<file path="src/rtl/out_port_demux.sv">
`default_nettype none
// ============================================================================
// Module      : out_port_demux
// Description : One-entry registered 1:2 demultiplexer with valid/ready
//               handshakes and per-port delivery counters.
// Revision    : 1.0 - initial release
// ============================================================================
module out_port_demux #(
    parameter int WIDTH = 16,
    parameter int CNTW  = 16
) (
    input  logic             CLK,
    input  logic             RST,
    input  logic [WIDTH-1:0] I,
    input  logic             S,
    input  logic             I_valid,
    output logic             I_ready,
    output logic [WIDTH-1:0] O0,
    output logic             O0_valid,
    input  logic             O0_ready,
    output logic [WIDTH-1:0] O1,
    output logic             O1_valid,
    input  logic             O1_ready,
    output logic [CNTW-1:0]  cnt0,
    output logic [CNTW-1:0]  cnt1
);

    typedef enum logic [0:0] {
        ST_EMPTY = 1'b0,
        ST_FULL  = 1'b1
    } state_t;

    localparam logic [CNTW-1:0] c_CNT_ONE = {{(CNTW-1){1'b0}}, 1'b1};

    state_t           r_state;
    state_t           w_state_nxt;
    logic [WIDTH-1:0] r_d;
    logic             r_sd;
    logic [CNTW-1:0]  r_cnt0;
    logic [CNTW-1:0]  r_cnt1;

    logic w_full;
    logic w_fire0;
    logic w_fire1;
    logic w_out_fire;
    logic w_in_fire;

    // Ready of the non-selected port never contributes to a fire.
    assign w_full     = (r_state == ST_FULL);
    assign w_fire0    = w_full && !r_sd && O0_ready;
    assign w_fire1    = w_full &&  r_sd && O1_ready;
    assign w_out_fire = w_fire0 || w_fire1;
    assign w_in_fire  = I_valid && I_ready;

    assign I_ready  = !w_full || w_out_fire;
    assign O0       = r_d;
    assign O1       = r_d;
    assign O0_valid = w_full && !r_sd;
    assign O1_valid = w_full &&  r_sd;
    assign cnt0     = r_cnt0;
    assign cnt1     = r_cnt1;

    always_ff @(posedge CLK) begin
        if (RST) begin
            r_state <= ST_EMPTY;
            r_d     <= '0;
            r_sd    <= 1'b0;
            r_cnt0  <= '0;
            r_cnt1  <= '0;
        end else begin
            r_state <= w_state_nxt;
            // Select travels with its word; a held word is never redirected.
            if (w_in_fire) begin
                r_d  <= I;
                r_sd <= S;
            end
            if (w_fire0) begin
                r_cnt0 <= r_cnt0 + c_CNT_ONE;
            end
            if (w_fire1) begin
                r_cnt1 <= r_cnt1 + c_CNT_ONE;
            end
        end
    end

    always_comb begin
        w_state_nxt = r_state;
        case (r_state)
            ST_EMPTY: begin
                if (w_in_fire) begin
                    w_state_nxt = ST_FULL;
                end
            end
            ST_FULL: begin
                if (w_out_fire && !w_in_fire) begin
                    w_state_nxt = ST_EMPTY;
                end
            end
            default: begin
                w_state_nxt = ST_EMPTY;
            end
        endcase
    end

endmodule
`default_nettype wire

</file>
<file path="config.mk">
export PLATFORM = sky130hd
export DESIGN_NAME = out_port_demux
export DESIGN_NICKNAME = d
export VERILOG_FILES = /design/src/rtl/out_port_demux.sv
export SDC_FILE = /design/constraint.sdc
export NUM_CORES = 1
export LEC_CHECK = 0
export ABC_AREA = 1
export CAP_MARGIN = 20
export CORE_MARGIN = 2
export CORE_UTILIZATION = 60
export CTS_CLUSTER_SIZE = 10
export DETAILED_ROUTE_END_ITERATION = 12
export DONT_BUFFER_PORTS = 1
export PLACE_DENSITY = 0.76
export SYNTH_ARGS = -nofsm -noshare
export SYNTH_HDL_FRONTEND = slang
export SYNTH_SLANG_ARGS = --single-unit
</file>
<file path="constraint.sdc">
create_clock -name CLK -period 2.1 [get_ports CLK]
set_input_delay 0.105 -clock CLK [delete_from_list [all_inputs] [get_ports CLK]]
set_output_delay 0.105 -clock CLK [all_outputs]
set_load 0.02 [all_outputs]
</file>
Yosys cells after proc, flatten, opt, wreduce, memory -nomap -nowiden
Cells that the tools add are included.

Flip-flop bits (word level): 50. Logic and storage cells: 22.

Add/sub/neg operators: 2. Multiplexer cells: 3. Bitwise operators: 1. Reduce and logical (&&, ||, !) cells: 11.

Operators with widths (number): $add 16x1->16 const B (2); $logic_and 1x1->1 (6); $logic_not 1->1 (3); $logic_or 1x1->1 (2); $mux 1 (2); $pmux 1 s2 (1); $not 1->1 (1).

Longest topological paths before layout
Depth after elaboration: 10. Depth in mapped cells: 8. Gate-level depth less buffers: 8.

Least setup slack after synthesis
OpenSTA, ideal clock, no wires.

Path kind: reg-to-reg. From: reg r_cnt0[0], in the netlist cnt0[0]. To: reg r_cnt0[8], in the netlist cnt0[8]. Arrival time: 1.255 ns. Required time: 1.984 ns. Setup slack: 0.729 ns. Stages on the path, launching flop included: 7. Path buffers: 0. Period minus slack after synthesis: 1.371 ns. Cells stage by stage: dfxtp_1 -> ha_1 -> nand3_1 -> nor2_2 -> nand3_1 -> o21ai_0 -> nor2_1.

Cells in the longest elaborated chain, start to end: 1.

RTL lines: start: declaration (line 39) `logic [CNTW-1:0] r_cnt0;`; start signal: assignment (line 78) `r_cnt0 <= r_cnt0 + c_CNT_ONE;`; $add 16x1->16 (line 78).

Every way passes these cells. A chain may end at the register's enable or synchronous reset.

Worst setup path after layout
From: reg r_sd. To: reg r_d[13], in the netlist O0[13].

Cells in the longest elaborated chain, start to end: 6. Elaborated cells between the ends (all ways): 8. Those cells by class: reduce/logical: 8.

RTL lines: start: declaration (line 38) `logic r_sd;`; start signal: assignment (line 67) `r_sd <= 1'b0;`; start signal: assignment (line 75) `r_sd <= S;`; $logic_not 1->1 (line 50) `assign w_fire0 = w_full && !r_sd && O0_ready;`; $logic_and 1x1->1 (2 in a row) (line 50); $logic_or 1x1->1 (*) (line 52) `assign w_out_fire = w_fire0 || w_fire1;`; $logic_or 1x1->1 (*) (line 55) `assign I_ready = !w_full || w_out_fire;`; named net I_ready (line 17) `output logic I_ready,`; $logic_and 1x1->1 (*) (line 53) `assign w_in_fire = I_valid && I_ready;`; end signal: assignment (line 66) `r_d <= '0;`; end signal: assignment (line 74) `r_d <= I;`; end: declaration (line 37) `logic [WIDTH-1:0] r_d;`.

Mark *: on every way through the listed nets, which the timed path passes. The rest lies on a longest branch.

==> key figures <==
Run status
  – Status: complete, no violations

Timing
  – Least-Margin Pin Slew: about 500 ps
  – Headroom to the max-slew limit: between 60% and 70%
  – Period utilization: between 90% and 100%
  – Final setup TNS: 0 ps
  – Fin crit period: between 1500 and 2000 ps
  – Worst hold slack: between 30 and 40 ps
  – Pins over their slew limit: 0
  – Worst setup slack after layout: between 100 and 150 ps
  – Final Hold Vio Count: 0
  – Endpoints failing setup: 0
  – RSZ-0062 raised after global routing: no
  – Final Skew: about 5.4 ps
  – Fmax: between 0.5 and 0.6 GHz

Global route
  – Via count of the first global-routing pass: approximately 2100
  – Global route overflow: 0
  – First-pass GRT wire length: about 8800 um
  – Initial antenna violation count: 0
  – Gr usage total: about a quarter
  – Largest net degree at the start of global routing: 34

Job
  – Max_cap viols: 0

Power and ir drop
  – VDD IR max: between 300 and 400 uV
  – Sequential power share: 55.7%
  – Cell-internal power: ~1400 uW
  – Leakage: 0.00103 uW
  – Clock share of power: 35.8%
  – Switch share: roughly a quarter
  – Design Power: 1880 uW
  – Combinational Power Share: 8.5%
  – PD cells: 668 nW/um^2
  – Switching power: roughly 480 uW

Clock tree
  – Clk_lat worst skew: roughly 300 ps
  – CTS Buffer Depth: 2
  – Inserted Clock Buffers: 5
  – CTS tree: built
  – Clock-pin slew on the worst setup and hold paths: about 90 ps
  – CTS root buf: clkbuf_8
  – Sinks on Clock Net: 50
  – Post-CTS setup buffer count: 0
  – Htree depth: 2

Hold path
  – Worst Hold Depth: 2
  – Hold path start: I_valid
  – WHS Endpoint: r_sd
  – Hold Crit Class: primary input to flop

Synthesis
  – Synth Warn #: 0
  – Area leader, netlist: dfxtp_1
  – Mapped cell area: 2440 um^2
  – Count of cell types in the netlist: 22
  – Post-synthesis sequential area ratio: between 40 and 50%
  – Syn_area_per_cell: just over 7 um^2
  – Synth Register Bits: 50
  – Largest cells by area after synthesis: dfxtp_1 41%, nand2_1 12%, nor2_1 7.1%
  – Primary FF master, synth: dfxtp_1
  – EDFF count, synth: 0
  – Synth cell count leaders: 77 x nand2_1, 50 x dfxtp_1, 46 x nor2_1
  – Mapped Cells: around 350
  – Synth top area share: 41.1%
  – Syn_nets: between 300 and 400
  – Async set-reset flop share out of synthesis: 0%
  – Count leader, synth: nand2_1

Worst setup path
  – Reg2reg start: r_sd
  – Maximum fanout along the worst path: 18
  – CP Data Arrival Time: ~2200 ps
  – R2r setup slk: approximately 130 ps
  – Crit path kind: flop to flop
  – Crit end category: flop
  – FF-to-FF End: O0[13]
  – Required time of the critical path: 2350 ps
  – R2R cell count: 7
  – Startpoint types: flop

Route
  – DRT Pass-1 Iters: 4
  – Initial DRC count: 98
  – Final ANT Viol Nets: 0
  – Drt drc: 0
  – Via count: about 2200
  – Final wirelength: about 5700 um
  – Wire per inst: around 14 um
  – Vias per Instance: 5.30

Placement
  – Hpwl dp: ~3500 um
  – Gpl congestion: between 0.8 and 0.9
  – Post-Place Setup Slack: 530 ps
  – Port bufs: 0

Floorplan
  – Core Region: between 3000 and 4000 um^2
  – Die Wd: 67.7 um
  – Row count: 23
  – Initial core utilization: 61.8%
  – Die height: 67.7 um
  – IO Pins: 89
  – Total Die Area: 4590 um^2

Final layout
  – Final net count: around 390
  – Diodes inserted: 0
  – Layout area overhead: 15.7%
  – Filler cell count: between 200 and 300
  – Share of cells above drive strength 1: slightly below 6%
-- layout make-up --
type / instances / area (um^2) / area share, %
inverter: 38 / 143 / 5.06
clock buffer: 6 / 72.6 / 2.57
timing repair buffer: 35 / 358 / 12.7
multi-input combinational: 233 / 1140 / 40.6
tap: 50 / 62.6 / 2.22
clock inverter: 2 / 37.5 / 1.33
sequential: 50 / 1000 / 35.6
-- worst max-delay path, stage by stage, from the launching register on --
cell           delay [ps]
dfxtp_1               400
inv_1                 110
nand3_4               170
nand3_4               250
nand2_8               200
nand2_1                60
a21oi_1               150
dlygate4sd3_1         570
-- cell usage in the layout (no fill, tap or decap), types with 3 or more instances in the layout --
cell	n
nand2_1	77
dfxtp_1	49
nor2_1	46
inv_1	38
a21oi_1	34
dlygate4sd3_1	33
nand3_1	31
o21ai_0	9
nand4_1	9
nor3_1	5
clkbuf_8	5
nand3_4	3
xor2_1	3
nor2_4	3
nor2_2	3
o21a_1	3
-- kinds of logic (layout without fill, tap and decap cells) --
kind of cell               Yosys count  count (layout)  synth area share, %
DFF                                 50              50                 41.1
adders and majority gates            2               2                 1.03
AOI/OAI and AO/OA                   47              47                 10.1
buffers and inverters               63              81                 12.8
and+or+nand+nor                    180             181                 34.0
xor gates and xnor gates             3               3                 1.08
-- power by group through the flow --
stage / Combinational, uW / Clock, uW / Sequential (uW)
2_1_floorplan: 140 / 0 / 1040
3_3_place_gp: 82.9 / 0 / 1070
3_5_place_dp: 85.2 / 0 / 1070
4_1_cts: 150 / 694 / 1050
5_1_grt: 174 / 714 / 1050
6_report: 160 / 674 / 1050
-- worst max path at each step --
stage / from / depth (start not counted) / to / slack (ps)
detailed placement: r_state / 5 / r_sd / 530
global route: r_sd / 7 / O0[13] / 30
CTS: r_sd / 7 / O0[13] / 70
floorplan: cnt0[0] / 6 / cnt0[8] / 730
finish: r_sd / 7 / O0[13] / 130
global placement: r_state / 5 / r_sd / 580
-- flip-flops by register name, summed over array words and instances (netlist names) --
signal / count
r_state: 1
r_sd: 1
cnt1: 16
O0: 16
cnt0: 16
-- stage by stage --
stage | utilization (%) | instance area [um^2] | std cells
CTS | 71.0 | 2800 | 413
detailed placement | 59.3 | 2340 | 371
floorplan | - | 2440 | 345
global placement | 59.3 | 2340 | 371
finish | 71.5 | 2820 | 414
global route | 71.5 | 2820 | 414
-- timing repair --
action,4_1_cts,5_1_grt
hold buffers,34,0
resized for setup,0,2
hold endpoints to repair,34,0
setup endpoints to repair,0,1
-- metal layers --
layer	global-route usage, %	share of wire [%]	up-vias
li1	-	-	1120
met1	28.4	41	994
met2	46.9	49	78
met3	7.17	8.9	4
met4	6.63	0.65	0
met5	0	0	-
No activity file was read; power rests on OpenSTA's default activity.
